==> config.mk <==
export PLATFORM = sky130hd
export DESIGN_NAME = rrf_flag_wb
export DESIGN_NICKNAME = d
export VERILOG_FILES = /design/src/rtl/rrf_flag_wb.sv
export SDC_FILE = /design/constraint.sdc
export NUM_CORES = 1
export LEC_CHECK = 0
export BUFFER_PORTS_ARGS = -buffer_cell sky130_fd_sc_hd__buf_2
export CAP_MARGIN = 20
export CORE_ASPECT_RATIO = 1.4
export CORE_MARGIN = 5
export CORE_UTILIZATION = 50
export CTS_CLUSTER_DIAMETER = 120
export DETAILED_ROUTE_END_ITERATION = 8
export PLACE_DENSITY = 0.83
export SLEW_MARGIN = 25
export SYNTH_ARGS = -nofsm -noshare
export SYNTH_HDL_FRONTEND = slang
export SYNTH_SLANG_ARGS = --single-unit
==> constraint.sdc <==
create_clock -name clk -period 2.95 [get_ports clk]
set_input_delay 0.59 -clock clk [delete_from_list [all_inputs] [get_ports clk]]
set_output_delay 0.59 -clock clk [all_outputs]
set_load 0.02 [all_outputs]
==> src/rtl/rrf_flag_wb.sv <==
// rtl/rrf_flag_wb.sv - retirement flag register write-side controller
//
// Purpose: picks the youngest flag-writing slot of each accepted retire group,
// holds the result in a small in-order circular queue and presents the head
// entry to the single flag RRF write port under a write_ready handshake.
//
// Optional feature macro: RRF_FLAG_WB_MERGE_EN
//   When defined, a flag-writing group whose thread matches the newest queued
//   entry (with at least two entries held) overwrites that entry in place
//   instead of allocating a new one.
//
// Ports:
//   clk              in   clock, all state on posedge
//   rst              in   synchronous active-low reset
//   ret_valid        in   retire group present
//   ret_ready        out  group can be accepted this cycle
//   ret_flag_wen     in   [RET_WIDTH]   per-slot flag write enable
//   ret_flags        in   [RET_WIDTH*DATA_WIDTH] per-slot flag values
//   ret_thread       in   thread of the whole group
//   write0_data      out  [DATA_WIDTH] head entry flag value
//   write0_wen       out  head entry valid (write request)
//   write_thread     out  head entry thread
//   write_ready      in   arbiter accepts the head entry this cycle
//   pend_cnt         out  [$clog2(DEPTH)+1] entries held
//   pend_thread_mask out  [2] bit t set if any held entry belongs to thread t

module rrf_flag_wb #(
  parameter int DATA_WIDTH = 6,
  parameter int RET_WIDTH  = 4,
  parameter int DEPTH      = 2
) (
  input  logic                            clk,
  input  logic                            rst,
  input  logic                            ret_valid,
  output logic                            ret_ready,
  input  logic [RET_WIDTH-1:0]            ret_flag_wen,
  input  logic [RET_WIDTH*DATA_WIDTH-1:0] ret_flags,
  input  logic                            ret_thread,
  output logic [DATA_WIDTH-1:0]           write0_data,
  output logic                            write0_wen,
  output logic                            write_thread,
  input  logic                            write_ready,
  output logic [$clog2(DEPTH):0]          pend_cnt,
  output logic [1:0]                      pend_thread_mask
);

  localparam int PW = $clog2(DEPTH);
  localparam int CW = PW + 1;

  logic [PW-1:0]         head;
  logic [PW-1:0]         tail;
  logic [CW-1:0]         count;
  logic [DATA_WIDTH-1:0] data_q [DEPTH];
  logic [DEPTH-1:0]      thr_q;

  logic                  has_wen;
  logic [DATA_WIDTH-1:0] sel_data;
  logic                  enq;
  logic                  deq;
  logic                  merge;
  logic                  alloc;

  // Youngest writer wins: later (higher) slots overwrite earlier picks.
  always_comb begin
    has_wen  = |ret_flag_wen;
    sel_data = '0;
    for (int i = 0; i < RET_WIDTH; i++) begin
      if (ret_flag_wen[i]) sel_data = ret_flags[i*DATA_WIDTH +: DATA_WIDTH];
    end
  end

  // Gating with rst keeps the port quiet during the reset cycle even though
  // the queue state is only cleared at the edge.
  assign ret_ready  = rst && (count < CW'(DEPTH));
  assign write0_wen = rst && (count != '0);

  assign enq = ret_valid && ret_ready && has_wen;
  assign deq = write0_wen && write_ready;

`ifdef RRF_FLAG_WB_MERGE_EN
  logic [PW-1:0] tail_prev;
  assign tail_prev = tail - PW'(1);
  // With two or more entries the newest one is never the head, so the
  // entry currently on the write port is never modified.
  assign merge = enq && (count >= CW'(2)) && (thr_q[tail_prev] == ret_thread);
`else
  assign merge = 1'b0;
`endif

  assign alloc = enq && !merge;

  always_ff @(posedge clk) begin
    if (!rst) begin
      head  <= '0;
      tail  <= '0;
      count <= '0;
      thr_q <= '0;
      for (int i = 0; i < DEPTH; i++) data_q[i] <= '0;
    end else begin
      if (alloc) begin
        data_q[tail] <= sel_data;
        thr_q[tail]  <= ret_thread;
        tail         <= tail + PW'(1);
      end
`ifdef RRF_FLAG_WB_MERGE_EN
      if (merge) data_q[tail_prev] <= sel_data;
`endif
      if (deq) head <= head + PW'(1);
      case ({alloc, deq})
        2'b10:   count <= count + CW'(1);
        2'b01:   count <= count - CW'(1);
        default: count <= count;
      endcase
    end
  end

  assign write0_data  = data_q[head];
  assign write_thread = thr_q[head];
  assign pend_cnt     = count;

  always_comb begin
    logic [PW-1:0] idx;
    pend_thread_mask = '0;
    idx              = '0;
    for (int i = 0; i < DEPTH; i++) begin
      idx = head + PW'(i);
      if (CW'(i) < count) pend_thread_mask[thr_q[idx]] = 1'b1;
    end
  end

endmodule

======== Word level (Yosys, flattened, before mapping) ========
Memory sizes are Yosys's and may differ from the RTL's. A register that Yosys moved wholly into a read port is not among the register bits.
Cells that the tools add are included.
word-level totals
  output and inout bits ................... 13
  flip-flop bits (word level) ............. 6
  memory bits (writable) .................. 12
  input port bits ......................... 33
  memories ................................ 1
memory list
  memory  depth  width  rd ports  clocked after Yosys merged registers in  wr ports  RTL line  source
  data_q  2      6      1         1                                        2         53        logic [DATA_WIDTH-1:0] data_q [DEPTH];
operators by class
  add/sub/neg operators ................... 4
  bitwise gates (word level) .............. 1
  magnitude comparators ................... 11
  reductions and logical operators ........ 12
  multiplexer cells ....................... 27
  equality and inequality tests ........... 2
operator list
  kind                                                                    number
  6-bit 2-to-1 mux                                                        5
  1-bit 2-to-1 mux                                                        15
  1-bit by 2-bit < comparator with 1-bit output (second input constant)   5
  1-bit logical AND                                                       8
  6-bit OR reduction                                                      1
  1-bit by 2-bit < comparator with 1-bit output (first input constant)    2
  2-bit 2-to-1 mux                                                        2
  2-bit case mux with 2 select lines                                      1
  2-bit nonzero test                                                      2
  4-bit OR reduction                                                      1
  1-bit demux with 1-bit select                                           3
  1-bit >= comparator (second input constant)                             3
  1-bit adder (second input constant)                                     2
  2-bit by 1-bit adder with 2-bit output (second input constant)          1
  2-bit bitwise mux                                                       1
  2-bit by 1-bit equality test with 1-bit output (second input constant)  1
  2-bit equality test (second input constant)                             1
  2-bit < comparator (second input constant)                              1
  2-bit OR                                                                1
  2-bit by 1-bit subtractor with 2-bit output (second input constant)     1

======== Logic depth before layout (Yosys ltp) ========
Gate-level depths: netlist of run 1.
  depth in word-level cells ............... 9
  gate-level depth with buffers ........... 8

======== Worst setup path before layout of run 1 ========
No wires, ideal clock.
  kind .................................... flip-flop to flip-flop
  start ................................... reg count[1] (netlist: pend_cnt[1])
  end ..................................... reg count[0] (netlist: pend_cnt[0])
  setup time .............................. 0.115 ns
  arrival time ............................ 1.853 ns
  cell stages (with the launch flop) ...... 8
  path buffers ............................ 0
  path slack .............................. 0.982 ns
  path through ............................ dfxtp_1 -> inv_1 -> ha_1 -> nor2b_1 -> and2_1 -> ha_1 -> xnor2_1 -> and2_1
between the ends
  elaborated cells between the ends (all ways) .. 11
  those cells by class .................... 1 x order compare; 2 x eq/ne; 1 x mux; 7 x reduce/logical
RTL lines
  element                                                                                RTL line  source
  start, declared                                                                        52        logic [CW-1:0] count;
  start signal, assigned                                                                 110       2'b10: count <= count + CW'(1);
  start signal, assigned                                                                 111       2'b01: count <= count - CW'(1);
  start signal, assigned                                                                 112       default: count <= count;
  2-bit nonzero test *                                                                   75        assign write0_wen = rst && (count != '0);
  1-bit logical AND *                                                                    75
  named net write0_wen                                                                   40        output logic write0_wen,
  1-bit logical AND *                                                                    78        assign deq = write0_wen && write_ready;
  named net deq                                                                          59        logic deq;
  2-bit by 1-bit equality test with 1-bit output or 2-bit equality test (tied branches)  109       case ({alloc, deq})
  2-bit case mux with 2 select lines or 2-bit nonzero test (tied branches)               n/a
Mark *: on every way through the listed nets, which the timed path passes. The rest lies on a longest branch.
A chain may end at the register's enable or synchronous reset.

======== Worst setup path after layout of run 1 ========
  start ................................... reg count[1] (netlist: pend_cnt[1])
  end ..................................... out pend_thread_mask[0]
between the ends
  cells in the longest elaborated chain, start to end .. 4
  elaborated cells between the ends (all ways) .. 5
  those cells by class .................... 2 x order compare; 2 x mux; 1 x bitwise
RTL lines
  element                                        RTL line  source
  1-bit by 2-bit < comparator with 1-bit output  127       if (CW'(i) < count) pend_thread_mask[thr_q[idx]] = 1'b1;
  2-bit 2-to-1 mux                               127
  2-bit OR (no line)                             n/a
  2-bit 2-to-1 mux *                             127
  end, declared                                  44        output logic [1:0] pend_thread_mask
Every way passes the cells marked *; elsewhere a longest branch is shown, timed or not.

==> impl_summary.md, run 1 <==
Layout
Summing all multi-input logic gate instances after layout gives 567 sq um. For this run, the number of standard cells in the final layout without fillers is 167. The signed area change from the synthesized netlist to the final layout is 23.3%. The number of fillers in the final layout is 189. In the final layout, the share of cells above drive strength 1 is 44.1%. Summing all flip-flop and latch instances after layout gives 500 sq um.

The count of antenna diodes in the layout is 0. The net count reported at finish is 182.

Global route
Entering global routing, the biggest net connects 13 pins. The first global-routing pass estimated 4360 um of wire. The all-layer global routing usage is 16.8%. The global route total overflow is 0. The initial antenna violation count is 0. The via count of the first global-routing pass is 1,027.

Detailed routing
The routed wire length per instance is 15.5 um. Across all layers, the routed design uses 950 vias. The count of antenna-violating nets left after detailed routing is 0. In the routed layout, each cell is associated on average with a via count of 5.69. The pre-antenna-repair detailed-routing pass consisted of 6 iterations. The post-detailed-route DRC marker count is 0. The detailed router's first-iteration violation count is 33. The final routed wirelength across all metal layers is 2580 um.

Worst setup path
The capture point of the worst reg-to-reg path is pend_cnt[1]. The endpoint arrival time on the critical path is 1650 ps. Measured in cells, the most critical reg-to-reg path has a length of 8.

The setup check on the worst reg-to-reg path leaves a slack of 1210 ps. The critical path in this run is classified as reg -> out. Data on the critical path is required at its endpoint by 2360 ps. The startpoint type of the worst setup path is a flop. The largest driver fanout on the critical path is 6. The launch point of the worst reg-to-reg path is pend_cnt[1]. STA classifies the critical path endpoint as a primary output.

Clocking
Hold repair after CTS inserted 0 buffers. The number of buffers on the longest clock path is 2. CTS built an H-tree with a depth of 1. The clock insertion delay at the later pin of the skew report is 290 ps. The tree is rooted in a sky130_fd_sc_hd__clkbuf_4. After clock tree synthesis, the clock-pin slew on the worst setup and hold paths is 100 ps.

The number of clock buffers added by TritonCTS is 3. The CTS tree is built. The TritonCTS sink count is 19. Once the clock tree was built, the resizer swapped 0 gates to a different size. The number of setup buffers added after CTS is 0.

Power
The worst supply voltage drop on vdd is 279 uV. The power density over cell area is 498 nW/um^2. The leakage power total is 0.603 nW.

Synth
The leading area contributor after synthesis is sky130_fd_sc_hd__edfxtp_1. The Yosys warning count is 0. The post-synthesis cell type count is 31.

Ranked by total cell area, the synthesized netlist is headed by sky130_fd_sc_hd__edfxtp_1 33%, sky130_fd_sc_hd__dfxtp_1 13%, sky130_fd_sc_hd__mux2_2 7.1%. The area fraction of the dominant cell type after synthesis is 32.6%. The post-synthesis instance area is 1100 sq um.

The fraction of the yosys area taken by sequential cells is 45.3%. Each instance of the synthesized netlist takes up on average 11.0 sq um. The total of flip-flops plus latches after synthesis is 19. The synthesized netlist net count is 136. The cell count after synthesis is 100.

Placement
The detailed-placement wirelength estimate is 2110 um. Timing analysis after detailed placement gives a worst setup slack of 867 ps. The congestion estimate from routability-driven global placement came to 0.780. The total of buffers placed on input and output ports is 45. The number of placed instances, taps included is 163.

STA
The highest clock rate is 0.446 GHz. The aggregate negative setup slack is 0 ps. Counting I/O delays and the setup requirement, the final critical path takes 2240 ps. The worst-margin pin slew is 440 ps. Measured against its own limit, the worst slew margin works out to 70.7%. The number of hold violations in the final report is 0. Setup repair after global routing left no endpoint under its margin.

The clock arrives with 3.95 ps of skew. The share of the clock period used by the worst path after layout is 76.0%. Setup violations remaining at the end of the flow were counted as 0. The worst path meets setup with 707 ps of slack. The final count of pins violating max slew is 0.

Min path
The path type of the worst min-delay path is reg -> reg. The start point of the worst min-delay path is tail. The number of cells traversed by the worst hold path is 1. The worst hold path terminates at tail.

Outcome
The flow ran to the end, and the final reports show no timing, DRC or antenna violations.

Floorplanning
The width of the chip is 49.7 um. 46 I/O pins were placed. The number of core rows is 20. In this run the vertical extent of the chip is 65.6 um. The area enclosed by the die boundary is 3260 sq um. Once the floorplan was initialized, standard cells occupied 51.3% of the core. The core region area is 2150 sq um.

Job
The count of max-cap constraint violations is 0.
[registers in the layout, summed over array words and instances (netlist names), named ones only]
signal    flops
head          1
pend_cnt      2
tail          1
thr_q         2
data_q       12
[critical path, cell delays in order (launching register included)]
cell and delay, ps:
sky130_fd_sc_hd__dfxtp_1 430, sky130_fd_sc_hd__inv_1 100, sky130_fd_sc_hd__ha_1 200, sky130_fd_sc_hd__nand2b_1 160, sky130_fd_sc_hd__o221ai_1 180, sky130_fd_sc_hd__o21a_1 140
sky130_fd_sc_hd__buf_2 150
[cell families (layout without fill, tap and decap cells)]
group | count (synthesis) | in the layout | share of synthesized area, %
multiplexers | 10 | 10 | 9.85
AND/OR/NAND/NOR | 38 | 38 | 23.3
AO/OA/AOI/OAI | 19 | 19 | 12.3
flip-flops | 19 | 19 | 45.3
adder cells (fa/ha/maj) | 3 | 3 | 3.40
buffers and inverters | 8 | 53 | 3.40
XOR/XNOR | 3 | 3 | 2.38
[report_power, final]
part           leakage (nW)  switching (mW)  total, mW  internal (mW)
clock                0.0177          0.0773      0.128         0.0504
sequential            0.183          0.0219      0.332          0.310
combinational         0.402           0.120      0.219         0.0995
total                 0.603           0.219      0.679          0.460
[layout by cell type, fill, tap and decap left out, types with 2 or more instances in the layout]
cell type	Yosys	routed
sky130_fd_sc_hd__and2_1	5	5
sky130_fd_sc_hd__mux2i_1	3	3
sky130_fd_sc_hd__buf_2	0	45
sky130_fd_sc_hd__ha_1	3	3
sky130_fd_sc_hd__nor2b_1	2	2
sky130_fd_sc_hd__and2b_2	2	2
sky130_fd_sc_hd__nand2_1	7	7
sky130_fd_sc_hd__a221oi_1	6	6
sky130_fd_sc_hd__inv_1	4	4
sky130_fd_sc_hd__xnor2_1	3	3
sky130_fd_sc_hd__o21ai_0	2	2
sky130_fd_sc_hd__o22ai_1	6	6
sky130_fd_sc_hd__dfxtp_1	7	7
sky130_fd_sc_hd__edfxtp_1	12	12
sky130_fd_sc_hd__clkbuf_4	0	3
sky130_fd_sc_hd__nor3_1	12	12
sky130_fd_sc_hd__mux2_2	7	7
sky130_fd_sc_hd__nand2b_1	3	3
[how the worst max path moves through the flow]
stage | endpoint | depth (start not counted) | start | slack, ps
global placement | pend_cnt[1] | 7 | ret_flag_wen[0] | 920
detailed placement | pend_cnt[1] | 7 | ret_flag_wen[0] | 870
global route | pend_thread_mask[0] | 6 | pend_cnt[1] | 540
finish | pend_thread_mask[0] | 6 | pend_cnt[1] | 710
CTS | pend_thread_mask[0] | 6 | pend_cnt[1] | 690
floorplan | pend_cnt[0] | 7 | pend_cnt[1] | 980
[layout make-up]
cell class / instances / area share [%]
clock buffer: 3 / 1.65
clock inverter: 1 / 0.367
inverter: 4 / 1.10
multi-input combinational: 73 / 41.6
sequential: 19 / 36.7
tap: 22 / 2.02
timing repair buffer: 45 / 16.5
[stage by stage]
stage	util [%]	area [sq um]	total power, mW	hold slack [ps]
after floorplan	-	1100	0.484	481
after global placement	62.0	1340	0.546	507
after detailed placement	62.0	1340	0.558	525
after CTS	63.3	1360	0.681	539
after global routing	63.3	1360	0.715	588
final	63.3	1360	0.679	540
[cells in the mapped netlist]
cell type / count
sky130_fd_sc_hd__edfxtp_1: 12
sky130_fd_sc_hd__nor3_1: 12
sky130_fd_sc_hd__dfxtp_1: 7
sky130_fd_sc_hd__mux2_2: 7
sky130_fd_sc_hd__nand2_1: 7
sky130_fd_sc_hd__a221oi_1: 6
sky130_fd_sc_hd__o22ai_1: 6
sky130_fd_sc_hd__and2_1: 5
sky130_fd_sc_hd__inv_1: 4
sky130_fd_sc_hd__ha_1: 3
sky130_fd_sc_hd__mux2i_1: 3
sky130_fd_sc_hd__nand2b_1: 3
sky130_fd_sc_hd__xnor2_1: 3
sky130_fd_sc_hd__and2b_2: 2
sky130_fd_sc_hd__clkbuf_1: 2
sky130_fd_sc_hd__nor2b_1: 2
sky130_fd_sc_hd__o21ai_0: 2
sky130_fd_sc_hd__a211oi_1: 1
sky130_fd_sc_hd__a21oi_1: 1
sky130_fd_sc_hd__a22oi_1: 1
sky130_fd_sc_hd__and3b_2: 1
sky130_fd_sc_hd__buf_1: 1
sky130_fd_sc_hd__buf_6: 1
sky130_fd_sc_hd__nand3_2: 1
sky130_fd_sc_hd__nand4_4: 1
sky130_fd_sc_hd__nand4b_4: 1
sky130_fd_sc_hd__o21a_1: 1
sky130_fd_sc_hd__o221ai_1: 1
sky130_fd_sc_hd__or2_1: 1
sky130_fd_sc_hd__or3b_2: 1
sky130_fd_sc_hd__or4_4: 1
[per-layer routing]
metal	global-route usage [%]	part of all wire (%)	vias up
li1	-	-	472
met1	18.8	37	446
met2	31.7	57	30
met3	2.27	5.2	2
met4	5.57	0.89	0
met5	0	0	-
Note: power is estimated with default switching activity, not from simulation.
==> run 2: changes to the inputs <==
CORE_UTILIZATION = 47   (was 50)
PLACE_DENSITY = 0.79   (was 0.83)
clock period = 2.3 ns   (was 2.95 ns; I/O delays follow)
==> run 2 against run 1 <==
  * Combinational power increased by 26%
  * Final area unchanged
  * Utilization decreased by 1.4 points
  * Total power grew 28%
  * Non-clock buffer count is the same
  * First-iteration DRC count shrank 70%
  * Clock-buffer cell count unchanged
  * Critical path depth unchanged
  * Largest power group unchanged
  * Final cell count stayed put
  * Worst setup slack worse by 480 ps
==> impl_summary.md, run 2 (synthesis results as in run 1) <==
Worst setup path
The startpoint type of the worst setup path is a flop. The largest driver fanout on the critical path is 6. The path type of the worst setup path is reg -> out.

The kind of end point of the critical path is a primary output. The endpoint arrival time on the critical path is 1620 ps. The required time of the critical path is 1840 ps.

Clocking
The number of hold buffers added after CTS was 0. After clock tree synthesis, the repair step resized 0 gates. The clock insertion delay at the later pin of the skew report is 300 ps. The TritonCTS sink count is 19. After clock tree synthesis, the clock-pin slew on the worst setup and hold paths is 110 ps. CTS built an H-tree with a depth of 1.

The number of buffers on the longest clock path is 2. The master cell of the clock root buffer is sky130_fd_sc_hd__clkbuf_4. The number of clock buffers added by TritonCTS is 3.

TritonCTS built the clock tree. The setup fix buffers added after clock tree synthesis is 0.

STA
The setup violation total in the final timing report is 0. The number of hold violations in the final report is 0. Setup repair after global routing left no endpoint under its margin.

The worst-margin pin slew is 363 ps. In the final timing run, aggregate negative setup slack is 0 ps. The clock period could shrink to 2080 ps.

In this run the tightest slew margin relative to its limit is 75.8%. The highest clock rate is 0.482 GHz. The share of the clock period used by the worst path after layout is 90.3%. The worst-case clock skew is 4.30 ps. In the post-route analysis, the smallest setup slack over all paths is 224 ps. The final count of pins violating max slew is 0.

Global route
The initial antenna violation count came to 0. The largest net degree at the start of global routing is 13. In the global route stage, overall resource usage came out at 15.1%. The first global-routing pass estimated 4020 um of wire. Global routing finished with a remaining overflow of 0. The via count of the first global-routing pass is 904.

Power
Cell internal power was estimated by the tool at 0.590 mW. The power spent charging and discharging nets is 0.278 mW. The power density over cell area is 638 nW/um^2. Combinational logic burns 31.7% of the power. Sequential cells burn 48.9% of the power. Net switching is 32.0% of the power. The relative contribution of the clock network to total power is 19.4%. Summed over all cells, the static leakage comes to 0.603 nW. Total power for the finished layout comes to 0.869 mW.

IR analysis of the VDD net gives a maximum drop of 384 uV.

Detailed routing
Summing over every cut layer, the via total after detailed routing is 933. The via count normalized by instance count is 5.59. After detailed routing, the total wire length is 2430 um. The detailed router's first-iteration violation count is 10. The iteration count of the initial detailed-routing pass is 3. After detailed routing, the number of remaining DRC violations is 0. After detailed routing, the average wire length per cell comes to 14.5 um. The count of antenna-violating nets left after detailed routing is 0.

Outcome
The run finished with clean final reports.

Floorplanning
The number of core rows is 20. The initial utilization of the core area, before any placement, comes to 50.2%. The width of the chip is 51.0 um. The core region area is 2200 sq um. The floorplan step set the die height to 67.4 um.

46 I/O pins were placed. The area enclosed by the die boundary is 3430 sq um.

Layout
After routing the design area is 1360 sq um. The register with the most flip-flops in the layout has 12 of them. At the end of the flow, the number of nets in the layout was 182. More flip-flops sit in one register than any other, and that register is data_q. Cells with a size suffix above 1 make up 44.1% of the layout. In the layout the commonest cells are 45 x sky130_fd_sc_hd__buf_2, 12 x sky130_fd_sc_hd__nor3_1, 12 x sky130_fd_sc_hd__edfxtp_1. The library cell used most frequently in the layout, excluding fill and tap cells, is sky130_fd_sc_hd__buf_2.

After the flow finishes, the layout carries non-filler instances totaling 167. The repair_antennas step left the layout with diodes totalling 0. From synthesis to final layout, the design area changed by 23.3%.

Placement
The HPWL after detailed placement is 2000 um. At the end of routability-driven placement, the weighted congestion stood at 0.702. Counting tap cells, the placed design contains a total of 163 instances. Once placement finished, the instance area stood at 1340 sq um. The pre-CTS worst setup slack is 326 ps. During placement, the flow inserted port buffers numbering 45.

Job
The count of max-cap constraint violations is 0.

Min path
The path class of the tightest hold or removal check is in -> reg.
[run 2: cell counts in the layout (fill, tap and decap cells not counted)]
Identical to the previous run, type by type.
[run 2: area by class of cell]
cell class | instances | area [sq um]
Multi-Input combinational cell | 73 | 567
Fill cell | 200 | 840
Tap cell | 22 | 27.5
Inverter | 4 | 15.0
Sequential cell | 19 | 500
Timing Repair Buffer | 45 | 225
Clock inverter | 1 | 5.00
Clock buffer | 3 | 22.5
[run 2: final timing paths]
path | startpoint | endpoint | slack (ps) | cells past startpoint
hold / removal | ret_thread | thr_q[1] | 430 | 3
setup / recovery | pend_cnt[1] | pend_thread_mask[0] | 220 | 6
setup reg to reg | pend_cnt[1] | pend_cnt[1] | 570 | 8
hold reg to reg | tail | tail | 530 | 1
[run 2: power by group through the flow]
stage               clock [mW]  combinational (mW)  sequential [mW]
finish                   0.168               0.275            0.425
detailed placement           0               0.277            0.434
global placement             0               0.269            0.432
floorplan                    0               0.192            0.429
CTS                      0.172               0.278            0.426
global route             0.183               0.302            0.432
[run 2: critical path, cell delays in order (launching register included)]
cell and delay (ps):
sky130_fd_sc_hd__dfxtp_1 420, sky130_fd_sc_hd__inv_1 90, sky130_fd_sc_hd__ha_1 200, sky130_fd_sc_hd__nand2b_1 160, sky130_fd_sc_hd__o221ai_1 160, sky130_fd_sc_hd__o21a_1 140, sky130_fd_sc_hd__buf_2 150
[run 2: per-stage QoR]
stage | util [%] | hold WS [ps]
after floorplan | - | 481
after global placement | 60.6 | 505
after detailed placement | 60.6 | 507
after CTS | 61.9 | 424
after global routing | 61.9 | 427
final | 61.9 | 428
[run 2: routing by layer]
layer	vias up	global-route usage, %	part of all wire [%]
li1	471	-	-
met1	432	18.9	42
met2	26	25.3	52
met3	4	2.43	4.7
met4	0	6.71	1.8
met5	-	0	0
==> run 3: changes to the inputs <==
ABC_CLOCK_PERIOD_IN_PS = 2300   (was not set)
REMOVE_ABC_BUFFERS = 1   (was not set)
==> run 3 against run 2 <==
  * Die area stayed put
  * Global-route usage is 1.0 points higher
  * Worst setup slack better by 0.85 ps
  * Register-to-register slack better by 50 ps
  * Final cell count stayed put
  * Sequential power hardly changed
  * Largest cell class unchanged
==> impl_summary.md, run 3 (synthesis results as in run 1) <==
Detailed routing
Summing over every cut layer, the via total after detailed routing is 943. Once detail routing completed, the nets flagged for antenna violations numbered 0. For this run, design rule violations remaining after detail routing come to 0. The routed wire length per instance is 14.8 um. The final routed wirelength across all metal layers is 2470 um.

Dividing the detail-routed via count by the number of cells gives 5.65. The detailed router's first-iteration violation count is 17. The first detailed-routing pass took 5 iterations.

STA
The final critical path time including I/O delays and setup is 2080 ps. Setup repair after global routing left no endpoint under its margin. The highest clock rate is 0.482 GHz.

The setup violation total in the final timing report is 0. The worst-margin pin slew is 381 ps. The number of hold violations in the final report was 0.

Summed over all failing endpoints, the final setup total negative slack is 0 ps. Between clock sinks in the finished design, the worst skew comes to 2.98 ps. The worst relative slew slack is 74.6%.

The share of the clock period used by the worst path after layout is 90.2%. The final count of pins violating max slew is 0. The final hold slack is 450 ps.

Global route
For met1 alone, demand over resource in global routing was 18.9%. Entering global routing, the biggest net connects 13 pins. The met3 layer usage reported by global route is 1.55%. The via count of the first global-routing pass is 1,002. The first-pass GRT wire length is 4370 um. The global routing stage identified its most utilized layer as met2. Summed over all layers, the global routing overflow is 0. Global routing used 16.1% of the available tracks. The initial antenna violation count is 0.

For this run, global-route usage on met2 was measured as 30.3%.

Worst setup path
STA puts the critical path data arrival time at 1620 ps. STA classifies the critical path startpoint as a flop. The worst setup path is captured at a primary output. The launch point of the worst reg-to-reg path is pend_cnt[1]. By startpoint and endpoint, the worst setup path is classified as reg -> out. In this run the critical register-to-register path is captured at pend_cnt[0].

Data on the critical path is required at its endpoint by 1840 ps. For flop-to-flop paths, the worst setup slack is 620 ps. Of all nets on the critical path, the largest fanout is 6.

The critical path starts at pend_cnt[1]. The worst-case reg-to-reg path depth is 7.

Power
The clock network accounts for 18.7% of the total power. The sequential group share of total power is 49.4%. The leakage power total is 0.600 nW. The fraction of power spent switching nets is 31.3%.

For this design the ratio of total power to cell area is 633 nW/um^2. Combinational logic is responsible for 31.9% of the overall power. The internal portion of the total power is 0.593 mW. The power spent charging and discharging nets is 0.270 mW. The worst supply voltage drop on vdd is 467 uV.

Clocking
The total clock buffers created by CTS is 3. The clock-pin slew on the worst setup and hold paths is 100 ps. Buffers inserted to repair hold after CTS numbered 0. The number of cells upsized or downsized after cts is 0. Post-CTS timing repair inserted 0 buffers for setup. TritonCTS built the clock tree. The clock reaches the later pin of the worst-skew pair after 290 ps. The number of buffers on the longest clock path is 2.

Clock tree synthesis selected as its root buffer the cell sky130_fd_sc_hd__clkbuf_4. In this run the number of H-tree levels came out at 1. For this design, the sink count on the clock tree is 19.

Layout
In the layout the commonest cells are 45 x sky130_fd_sc_hd__buf_2, 12 x sky130_fd_sc_hd__nor3_1, 12 x sky130_fd_sc_hd__edfxtp_1. The fraction of layout cells with a size suffix above 1 is 43.4%. The signed area change from the synthesized netlist to the final layout is 23.2%. The multi-input combinational cells in the finished layout cover a total of 567 sq um. The largest register by flop count is data_q. The register with the most flip-flops in the layout has 12 of them. The count of antenna diodes in the layout is 0.

The layout has 211 filler cells. The library cell used most frequently in the layout, excluding fill and tap cells, is sky130_fd_sc_hd__buf_2. The area taken by flip-flops and latches is 500 sq um. The net count reported at finish is 182.

Placement
At the end of routability-driven placement, the weighted congestion stood at 0.773. The detailed-placement wirelength estimate is 2030 um. The total of buffers placed on input and output ports is 45.

Floorplanning
The starting density of the core is 50.2%. The core region area is 2200 sq um. The count of boundary I/O pins is 46. In this run the vertical extent of the chip is 67.4 um. In this run the horizontal extent of the chip is 51.0 um.

The area enclosed by the die boundary is 3430 sq um. The number of core rows is 20.

Min path
The worst hold path belongs to the class in -> reg. The worst hold path terminates at thr_q[0]. The worst hold path was traced through 3 stages. The start point of the worst min-delay path is ret_thread.

Job
The tool flagged a number of max-cap violations equal to 0.

Outcome
The flow ran to the end, and the final reports show no timing, DRC or antenna violations.
## run 3: how the worst max path moves through the flow
stage	endpoint	slack (ps)	cells past startpoint
after global placement	pend_cnt[0]	400	6
after floorplan	pend_cnt[0]	330	7
final	pend_thread_mask[0]	220	6
after CTS	pend_thread_mask[0]	220	6
after global routing	pend_thread_mask[0]	80	6
after detailed placement	pend_cnt[1]	370	7
## run 3: layout make-up
cell class	instances	area share, %
well taps	22	2.02
inverters	4	1.10
multi-input cells	73	41.6
repair buffers	45	16.5
clock buffers	4	1.93
flip-flops and latches	19	36.8
## run 3: worst max-delay path, cell delays in order, from the launching register on
cell and delay (ps):
sky130_fd_sc_hd__dfxtp_1 420, sky130_fd_sc_hd__inv_1 80, sky130_fd_sc_hd__ha_1 190, sky130_fd_sc_hd__nand2b_1 160, sky130_fd_sc_hd__o221ai_1 180, sky130_fd_sc_hd__o21a_1 140
sky130_fd_sc_hd__buf_2 150
## run 3: power groups by stage
| stage | Clock [mW] | Sequential, mW | Combinational (mW) |
|---|---|---|---|
| 2_1_floorplan | 0 | 0.433 | 0.182 |
| 3_3_place_gp | 0 | 0.432 | 0.269 |
| 3_5_place_dp | 0 | 0.434 | 0.276 |
| 4_1_cts | 0.164 | 0.426 | 0.277 |
| 5_1_grt | 0.182 | 0.433 | 0.304 |
| 6_report | 0.161 | 0.426 | 0.275 |
## run 3: metal layers
metal  wire, um  vias up
met5          0        -
met1        988      442
li1           -      472
met4         19        0
met3        113        2
met2       1350       27
## run 3: metrics by stage
step | setup slack, ps | area [sq um] | power (mW) | instances | util, %
5_1_grt | 80.9 | 1360 | 0.919 | 167 | 61.8
2_1_floorplan | 332 | 1080 | 0.615 | 96 | -
3_5_place_dp | 366 | 1340 | 0.710 | 163 | 60.6
4_1_cts | 218 | 1360 | 0.868 | 167 | 61.8
3_3_place_gp | 398 | 1340 | 0.701 | 163 | 60.6
6_report | 225 | 1360 | 0.862 | 167 | 61.8
